==> src/rtl/risc_step_controller.sv <==
// Execution sequencer: debounced switches drive a core clock-enable (halt/run/step/breakpoint).
// Optional PC/instruction snapshot of the last executed instruction under RISC_STEP_SNAPSHOT_EN.
module risc_step_controller #(
  parameter int unsigned DEBOUNCE_CYCLES = 500000,
  parameter int unsigned RUN_DIV         = 1
) (
  input  logic        clock,
  input  logic        sw0,
  input  logic        run_sw,
  input  logic        step_btn,
  input  logic        bp_en_sw,
  input  logic [31:0] bp_addr,
  input  logic [31:0] pc,
`ifdef RISC_STEP_SNAPSHOT_EN
  input  logic [31:0] instruction,
  output logic [31:0] snap_pc,
  output logic [31:0] snap_instr,
`endif
  output logic        core_ce,
  output logic [1:0]  state,
  output logic        halted,
  output logic        bp_hit,
  output logic [31:0] ce_count
);

  localparam int unsigned CNT_W = (DEBOUNCE_CYCLES > 1) ? $clog2(DEBOUNCE_CYCLES) : 1;
  localparam int unsigned DIV_W = (RUN_DIV > 1) ? $clog2(RUN_DIV) : 1;
  localparam logic [CNT_W-1:0] CNT_LAST = CNT_W'(DEBOUNCE_CYCLES - 1);
  localparam logic [DIV_W-1:0] DIV_LAST = DIV_W'(RUN_DIV - 1);

  typedef enum logic [1:0] {
    S_HALT  = 2'b00,
    S_RUN   = 2'b01,
    S_STEP  = 2'b10,
    S_BREAK = 2'b11
  } state_e;

  // bit 0 run, bit 1 step, bit 2 breakpoint enable
  logic [2:0]            raw_s;
  logic [2:0]            sync1_q, sync2_q;
  logic [2:0]            db_q, db_d;
  logic [2:0][CNT_W-1:0] db_cnt_q, db_cnt_d;
  logic                  step_prev_q;
  logic                  run_db_s, bp_en_db_s, step_rise_s;
  logic                  issue_s, bp_match_s;

  state_e                state_q, state_d;
  logic [DIV_W-1:0]      div_q, div_d;
  logic [31:0]           ce_count_q, ce_count_d;

  assign raw_s       = {bp_en_sw, step_btn, run_sw};
  assign run_db_s    = db_q[0];
  assign bp_en_db_s  = db_q[2];
  assign step_rise_s = db_q[1] & ~step_prev_q;
  assign issue_s     = (div_q == DIV_LAST);
  assign bp_match_s  = bp_en_db_s & (pc == bp_addr);

  always_ff @(posedge clock or posedge sw0) begin
    if (sw0) begin
      sync1_q     <= 3'b000;
      sync2_q     <= 3'b000;
      db_q        <= 3'b000;
      db_cnt_q    <= '0;
      step_prev_q <= 1'b0;
    end else begin
      sync1_q     <= raw_s;
      sync2_q     <= sync1_q;
      db_q        <= db_d;
      db_cnt_q    <= db_cnt_d;
      step_prev_q <= db_q[1];
    end
  end

  // A single matching cycle clears the count, so only an unbroken mismatch run is accepted.
  always_comb begin
    db_d     = db_q;
    db_cnt_d = db_cnt_q;
    for (int i = 0; i < 3; i++) begin
      if (sync2_q[i] != db_q[i]) begin
        if (db_cnt_q[i] == CNT_LAST) begin
          db_d[i]     = sync2_q[i];
          db_cnt_d[i] = '0;
        end else begin
          db_cnt_d[i] = db_cnt_q[i] + CNT_W'(1);
        end
      end else begin
        db_cnt_d[i] = '0;
      end
    end
  end

  always_ff @(posedge clock or posedge sw0) begin
    if (sw0) begin
      state_q    <= S_HALT;
      div_q      <= '0;
      ce_count_q <= 32'd0;
    end else begin
      state_q    <= state_d;
      div_q      <= div_d;
      ce_count_q <= ce_count_d;
    end
  end

  always_comb begin
    state_d = state_q;
    div_d   = '0;
    case (state_q)
      S_HALT: begin
        if (run_db_s)         state_d = S_RUN;
        else if (step_rise_s) state_d = S_STEP;
        else                  state_d = S_HALT;
      end
      S_STEP: state_d = S_HALT;
      S_RUN: begin
        if (!run_db_s) begin
          state_d = S_HALT;
        end else if (issue_s && bp_match_s) begin
          state_d = S_BREAK;
        end else begin
          state_d = S_RUN;
          div_d   = issue_s ? '0 : div_q + DIV_W'(1);
        end
      end
      // Run switch off beats a step request here.
      S_BREAK: begin
        if (!run_db_s)        state_d = S_HALT;
        else if (step_rise_s) state_d = S_STEP;
        else                  state_d = S_BREAK;
      end
      default: state_d = S_HALT;
    endcase
  end

  always_comb begin
    core_ce = 1'b0;
    halted  = 1'b0;
    bp_hit  = 1'b0;
    case (state_q)
      S_HALT:  halted  = 1'b1;
      S_STEP:  core_ce = 1'b1;
      S_RUN:   core_ce = issue_s & run_db_s & ~bp_match_s;
      S_BREAK: begin
        halted = 1'b1;
        bp_hit = 1'b1;
      end
      default: halted = 1'b1;
    endcase
  end

  assign state      = state_q;
  assign ce_count   = ce_count_q;
  assign ce_count_d = ce_count_q + {31'd0, core_ce};

`ifdef RISC_STEP_SNAPSHOT_EN
  logic [31:0] snap_pc_q, snap_pc_d;
  logic [31:0] snap_instr_q, snap_instr_d;

  always_ff @(posedge clock or posedge sw0) begin
    if (sw0) begin
      snap_pc_q    <= 32'd0;
      snap_instr_q <= 32'd0;
    end else begin
      snap_pc_q    <= snap_pc_d;
      snap_instr_q <= snap_instr_d;
    end
  end

  always_comb begin
    if (core_ce) begin
      snap_pc_d    = pc;
      snap_instr_d = instruction;
    end else begin
      snap_pc_d    = snap_pc_q;
      snap_instr_d = snap_instr_q;
    end
  end

  assign snap_pc    = snap_pc_q;
  assign snap_instr = snap_instr_q;
`endif

endmodule
==> config.mk <==
export PLATFORM = sky130hd
export DESIGN_NAME = risc_step_controller
export DESIGN_NICKNAME = d
export VERILOG_FILES = /design/src/rtl/risc_step_controller.sv
export SDC_FILE = /design/constraint.sdc
export NUM_CORES = 1
export LEC_CHECK = 0
export BUFFER_PORTS_ARGS = -buffer_cell sky130_fd_sc_hd__buf_2
export CAP_MARGIN = 30
export CORE_MARGIN = 2
export CORE_UTILIZATION = 25
export DETAILED_ROUTE_END_ITERATION = 10
export GPL_ROUTABILITY_DRIVEN = 0
export GPL_TIMING_DRIVEN = 1
export PLACE_DENSITY_LB_ADDON = 0.1
export SYNTH_ARGS = -nofsm -noshare
export SYNTH_HDL_FRONTEND = slang
export SYNTH_SLANG_ARGS = --single-unit
==> constraint.sdc <==
create_clock -name clock -period 7.7 [get_ports clock]
set_input_delay 0.77 -clock clock [delete_from_list [all_inputs] [get_ports clock]]
set_output_delay 0.77 -clock clock [all_outputs]
set_load 0.03 [all_outputs]
==> load_flow_metrics.sql, run 1 <==
INSERT INTO impl_metrics (metric_group, metric, value, unit) VALUES
('timing', 'grt_setup_unrepaired', 'false', ''),
('critical_path', 'wp_data_arrival', '3110', 'ps'),
('power_and_ir_drop', 'peakVddDrop', '0.08561', 'mV'),
('timing', 'final_min_period_over_clock_period', '36.83', '%'),
('place', 'pre_cts_ws', '4472', 'ps'),
('timing', 'clock-skew-final', '8.301', 'ps'),
('critical_path', 'worst_path_most_repeated_cell', 'ha_1', ''),
('critical_path', 'worstPathCellList', 'buf_2 > nand2b_1 > o2111ai_1 > nor4_1 > nand4_1 > o21a_1 > ha_1 > ha_1 > inv_1 > nor4_4 > nand3_1 > nor2_1 > xor2_1', ''),
('power_and_ir_drop', 'power_leakage', '2.836', 'nW'),
('route', 'drt_iter0_drc', '156', ''),
('timing', 'totalNegativeSetupSlack', '0', 'ps'),
('route', 'drt-pass1-iter-count', '4', ''),
('timing', 'drv_slew', '0', ''),
('global_route', 'gr-usage-all-layers', '10.91', '%'),
('timing', 'layout_setup_ws', '4864', 'ps'),
('clock_tree', 'clk_latency', '350', 'ps'),
('clock_tree', 'ctsHtreeMaxLevel', '3', ''),
('synth', 'synthesis.instances', '500', ''),
('floorplan', 'rows', '52', ''),
('outcome', 'run_status', 'finished clean', ''),
('global_route', 'first_global_vias', '3860', ''),
('route', 'drt_drc_violations_left', '0', ''),
('place', 'place_hpwl', '8154', 'µm'),
('critical_path', 'slowest_stage', 'nor4_4', ''),
('clock_tree', 'postCtsSetupBuffers', '0', ''),
('global_route', 'initial_antenna_violation_count', '1', ''),
('cells_and_area', 'sequential_cell_area', '2527', 'µm²'),
('synth', 'synth_area_leaders', 'dfrtp_1 (50%), xnor2_1 (13%), nor2_1 (6.0%), xor2_1 (5.5%), nand3_1 (3.5%)', ''),
('timing', 'holdWs', '357.6', 'ps'),
('cells_and_area', 'fillerInstances', '2085', ''),
('critical_path', 'critPathCaptureType', 'flop', ''),
('route', 'routed-via-count', '3725', ''),
('synth', 'xor_xnor_fraction_of_synth_area', '18.65', '%'),
('synth', 'synth-warning-count', '0', ''),
('timing', 'max-slew-margin-rel', '50.22', '%'),
('cells_and_area', 'final_net_count', '686', ''),
('clock_tree', 'clockRootBuffer', 'clkbuf_16', ''),
('synth', 'synth.area.mux_share', '0.6660', '%'),
('flow_run', 'max_cap_viol_count', '0', ''),
('cells_and_area', 'syn_to_final_growth', '23.71', '%'),
('critical_path', 'critical_path.max_stage_delay', '470', 'ps'),
('route', 'postRouteWirelength', '10940', 'µm'),
('floorplan', 'fp.coreArea', '20100', 'µm²'),
('critical_path', 'ff2ff_path_depth', '12', ''),
('clock_tree', 'clkTransAtPathRegs', '80', 'ps'),
('route', 'vias_per_inst', '4.214', ''),
('synth', 'synth-seq-cells', '101', ''),
('global_route', 'grt_pass1_wl', '18810', 'µm'),
('timing', 'worst_slew_pin_slew', '746.7', 'ps'),
('synth', 'synth_top_area_cell', 'dfrtp_1', ''),
('synth', 'synth_fa_ha_area_share', '2.220', '%'),
('synth', 'synth-simple-area-share', '24.42', '%'),
('synth', 'synth_area', '5072', 'µm²'),
('power_and_ir_drop', 'p_per_area', '184.8', 'nW/µm²'),
('synth', 'synth_sequential_area_ratio', '49.83', '%'),
('clock_tree', 'post_cts_hold_buffer_count', '0', ''),
('clock_tree', 'cts_tree', 'yes', ''),
('clock_tree', 'cts_made_buffers', '9', ''),
('critical_path', 'critPathRequiredTime', '7980', 'ps'),
('clock_tree', 'worst_case_clock_buffer_depth', '2', ''),
('route', 'detail-route-antenna-nets', '0', ''),
('floorplan', 'start_util', '25.23', '%'),
('cells_and_area', 'multi_input_area', '2419', 'µm²'),
('floorplan', 'ioPinCount', '106', ''),
('place', 'placed_cells', '867', ''),
('synth', 'synth-compound-area-share', '1.727', '%'),
('synth', 'share_of_synthesized_flip_flops_with_an_asynchronous_set_or_reset', '100.0', '%'),
('floorplan', 'die_h', '146.4', 'µm'),
('timing', 'max_freq', '352.6', 'MHz'),
('synth', 'netlist.area_leader.share', '49.83', '%'),
('synth', 'post_synth_most_frequent_cells', 'dfrtp_1 (101), nor2_1 (81), xnor2_1 (76)', '');
[per-stage QoR]
step,power [mW],instance area [µm²]
after CTS,1.186,6272
after detailed placement,0.6143,5902
after floorplan,0.5848,5072
final,1.160,6275
after global routing,1.213,6275
after global placement,0.6135,5902
[layer usage]
metal	up-vias	global-route usage [%]	part of all wire, %
met2	92	17.95	46
li1	1876	-	-
met3	15	2.813	5.7
met1	1742	13.54	46
met5	-	0	0
met4	0	4.854	2.2
[area by class of cell]
cell class | instances | area share [%]
clock inverters | 7 | 2.313
multi-input cells | 368 | 38.54
flip-flops and latches | 101 | 40.28
well taps | 270 | 5.384
clock buffers | 9 | 3.589
repair buffers | 106 | 8.495
diodes | 1 | 0.03988
inverters | 22 | 1.356
[worst paths after layout]
| check | startpoint | endpoint | slack [ps] |
|---|---|---|---|
| max in group asynchronous | sw0 | db_cnt_q[42] | 6110 |
| min in group asynchronous | sw0 | db_cnt_q[11] | 460 |
| worst max-delay path | pc[19] | ce_count[28] | 4860 |
| worst max register to register | state[0] | ce_count[28] | 4970 |
| worst min-delay path | sync1_q[2] | sync2_q[2] | 360 |
| worst min register to register | sync1_q[2] | sync2_q[2] | 360 |
[where the power goes]
part	total (mW)	internal (mW)	switching [mW]
clock network	0.558	0.353	0.205
logic	0.0612	0.0284	0.0328
registers	0.540	0.536	0.00463
[logic make-up after synthesis]
kind of cell | after synthesis
xor+xnor | 108
mux | 3
flops | 101
fa+ha+maj | 9
buf+inv | 31
compound gates | 12
simple gates | 236
[critical path, delay by kind of cell]
| kind | cells | cell delay (ps) |
|---|---|---|
| buffers and inverters | 2 | 200 |
| AOI/OAI and AO/OA | 2 | 270 |
| xor gates and xnor gates | 1 | 160 |
| adders and majority gates | 2 | 400 |
| and+or+nand+nor | 6 | 1300 |
[state kept, by name, summed over array words and instances (netlist names)]
register / flops
db_q: 3
db_cnt_q: 57
state: 2
step_prev_q: 1
sync2_q: 3
ce_count: 32
sync1_q: 3
[cell usage in the layout (no fill, tap or decap), types with 2 or more instances in the layout]
cell type / n
buf_2: 105
nand4_4: 2
nor2_1: 81
or2_2: 4
a21oi_1: 2
inv_6: 2
bufinv_16: 4
clkbuf_16: 9
nand3_1: 35
nand2b_1: 8
nor4_2: 2
nand2_1: 37
nand4_1: 17
ha_1: 9
nor3_1: 12
or3_1: 4
nor4_1: 8
o2111ai_1: 2
and3_1: 7
nor4_4: 3
xor2_1: 32
nor2b_1: 4
inv_1: 21
xnor2_1: 76
dfrtp_1: 101
and4_1: 4
nor3_2: 2
mux2_2: 3
Power figures use the tool's default switching activity.
==> run 2: changes to the inputs <==
clock period = 2.98 ns   (was 7.7 ns; I/O delays follow)
==> load_flow_metrics.sql, run 2 (same netlist as run 1, synthesis figures left out) <==
INSERT INTO impl_metrics (metric_group, metric, value, unit) VALUES
('place', 'placed_cells', '870', ''),
('timing', 'period_needed', '2601', 'ps'),
('clock_tree', 'post_cts_hold_buffer_count', '0', ''),
('clock_tree', 'clock-sinks', '101', ''),
('power_and_ir_drop', 'peakVddDrop', '0.2540', 'mV'),
('global_route', 'grt_max_degree', '40', ''),
('critical_path', 'critical_path.max_stage_delay', '410', 'ps'),
('global_route', 'first_global_vias', '3902', ''),
('critical_path', 'path_max_fanout', '5', ''),
('route', 'vias_per_inst', '4.234', ''),
('clock_tree', 'cts_resized', '0', ''),
('timing', 'max_freq', '384.5', 'MHz'),
('floorplan', 'ioPinCount', '106', ''),
('timing', 'worst_slew_pin_slew', '864.8', 'ps'),
('floorplan', 'floorplan.die.width', '146.4', 'µm'),
('timing', 'drv_slew', '0', ''),
('clock_tree', 'worst_case_clock_buffer_depth', '2', ''),
('clock_tree', 'clkTransAtPathRegs', '70', 'ps'),
('route', 'drt_iter0_drc', '174', ''),
('power_and_ir_drop', 'p_per_area', '442.8', 'nW/µm²'),
('critical_path', 'cp-start-kind', 'flop', ''),
('critical_path', 'regToRegSetupSlack', '380', 'ps'),
('cells_and_area', 'fillerInstances', '2103', ''),
('critical_path', 'wp_data_arrival', '2830', 'ps'),
('place', 'port_buffers', '105', ''),
('critical_path', 'slowest_stage', 'dfrtp_1', ''),
('cells_and_area', 'finish.cell_count_without_fillers', '889', ''),
('critical_path', 'critPathRequiredTime', '3210', 'ps'),
('timing', 'timing.final.setup_violations', '0', ''),
('critical_path', 'worstPathCellList', 'inv_1 > ha_1 > inv_1 > nor2_1 > o21a_1 > ha_1 > ha_1 > inv_1 > nor4_4 > nand2_2 > or3_1 > xnor2_1', ''),
('critical_path', 'worst_path_dominant_cell_family', 'simple AND/OR/NAND/NOR gates', ''),
('flow_run', 'max_cap_viol_count', '0', ''),
('global_route', 'gr-total-overflow', '0', ''),
('route', 'detail-route-antenna-nets', '0', ''),
('route', 'drt-pass1-iter-count', '4', ''),
('critical_path', 'critical_path.n_buffers_inverters', '3', ''),
('global_route', 'grt_pass1_wl', '18750', 'µm'),
('route', 'postRouteWirelength', '10860', 'µm'),
('timing', 'clock-skew-final', '10.10', 'ps'),
('timing', 'totalNegativeSetupSlack', '0', 'ps'),
('clock_tree', 'cts_made_buffers', '9', ''),
('floorplan', 'die_h', '146.4', 'µm'),
('clock_tree', 'clockRootBuffer', 'clkbuf_16', ''),
('critical_path', 'critPathCaptureType', 'flop', ''),
('cells_and_area', 'syn_to_final_growth', '23.53', '%'),
('place', 'place_hpwl', '8222', 'µm'),
('cells_and_area', 'layout_commonest_cell', 'buf_2', ''),
('cells_and_area', 'mostFrequentLayoutCells', 'buf_2 (105), dfrtp_1 (100), nor2_1 (81), xnor2_1 (76), nand2_1 (37)', ''),
('timing', 'max-slew-margin-rel', '42.22', '%'),
('clock_tree', 'cts_tree', 'yes', ''),
('power_and_ir_drop', 'power_leakage', '2.825', 'nW'),
('global_route', 'initial_antenna_violation_count', '1', ''),
('floorplan', 'fp.coreArea', '20100', 'µm²'),
('timing', 'grt_setup_unrepaired', 'false', ''),
('floorplan', 'rows', '52', ''),
('clock_tree', 'clk_latency', '340', 'ps'),
('hold_path', 'type_of_the_tightest_min_delay_check', 'primary input to flop', ''),
('cells_and_area', 'largest_reg_flops', '57', ''),
('route', 'routed-via-count', '3764', ''),
('floorplan', 'floorplan.die_area', '21440', 'µm²'),
('cells_and_area', 'final_net_count', '691', ''),
('critical_path', 'critical_path_type', 'flop to flop', ''),
('clock_tree', 'ctsHtreeMaxLevel', '3', ''),
('cells_and_area', 'top_reg_by_flops', 'db_cnt_q', ''),
('timing', 'hold_viol_final', '0', ''),
('floorplan', 'start_util', '25.23', '%'),
('clock_tree', 'postCtsSetupBuffers', '0', ''),
('global_route', 'gr-usage-all-layers', '10.75', '%'),
('outcome', 'run_status', 'finished clean', ''),
('route', 'wire_per_inst', '12.22', 'µm'),
('power_and_ir_drop', 'total_power', '2.774', 'mW'),
('cells_and_area', 'drive_gt1_share', '23.79', '%'),
('timing', 'final_min_period_over_clock_period', '87.28', '%'),
('route', 'drt_drc_violations_left', '0', '');
## run 2: area by class of cell
| class | count | area [µm²] | area share (%) |
|---|---|---|---|
| tap | 270 | 337.8 | 5.391 |
| timing repair buffer | 111 | 583.1 | 9.305 |
| antenna | 1 | 2.502 | 0.03994 |
| clock buffer | 10 | 239.0 | 3.814 |
| multi-input combinational | 368 | 2419 | 38.60 |
| inverter | 22 | 86.33 | 1.378 |
| sequential | 101 | 2529 | 40.36 |
| clock inverter | 6 | 70.07 | 1.118 |
## run 2: final timing paths
check | from | endpoint | cells past startpoint
max in group asynchronous | sw0 | state[0] | 3
min in group asynchronous | sw0 | db_cnt_q[55] | 2
worst max register to register | state[1] | ce_count[22] | 12
worst max-delay path | state[1] | ce_count[22] | 12
worst min register to register | sync1_q[2] | sync2_q[2] | 0
worst min-delay path | bp_en_sw | sync1_q[2] | 1
## run 2: routing by layer
layer	share of wire (%)	routed length, µm	global-route usage (%)	up-vias
met5	0	0	0	-
met4	2.2	239	4.757	0
met3	5.0	540	2.156	12
met2	48	5164	18.14	98
met1	45	4915	13.36	1771
li1	-	-	-	1883
## run 2: report_power, final
part	leakage (nW)	switching [mW]	total (mW)	internal (mW)
Combinational	1.31	0.0861	0.163	0.0768
Sequential	1.38	0.0120	1.40	1.38
Clock	0.141	0.537	1.22	0.679
Total	2.83	0.635	2.77	2.14
## run 2: worst reg2reg max path, cell delays in order, from the launching register on
cell,delay [ps]
dfrtp_1,410
inv_1,80
ha_1,270
inv_1,50
nor2_1,100
o21a_1,150
ha_1,200
ha_1,220
inv_1,100
nor4_4,360
nand2_2,90
or3_1,330
xnor2_1,140
## run 2: per-stage QoR
step / utilization [%] / setup slack [ps] / hold slack [ps] / instance area (µm²)
finish: 31.17 / 379.0 / 61.01 / 6266
global route: 31.17 / 33.25 / 48.17 / 6266
CTS: 31.08 / 167.0 / 42.67 / 6248
detailed placement: 29.54 / 168.7 / 339.3 / 5939
global placement: 29.54 / 281.8 / 333.9 / 5939
floorplan: - / -79.37 / 329.4 / 5077
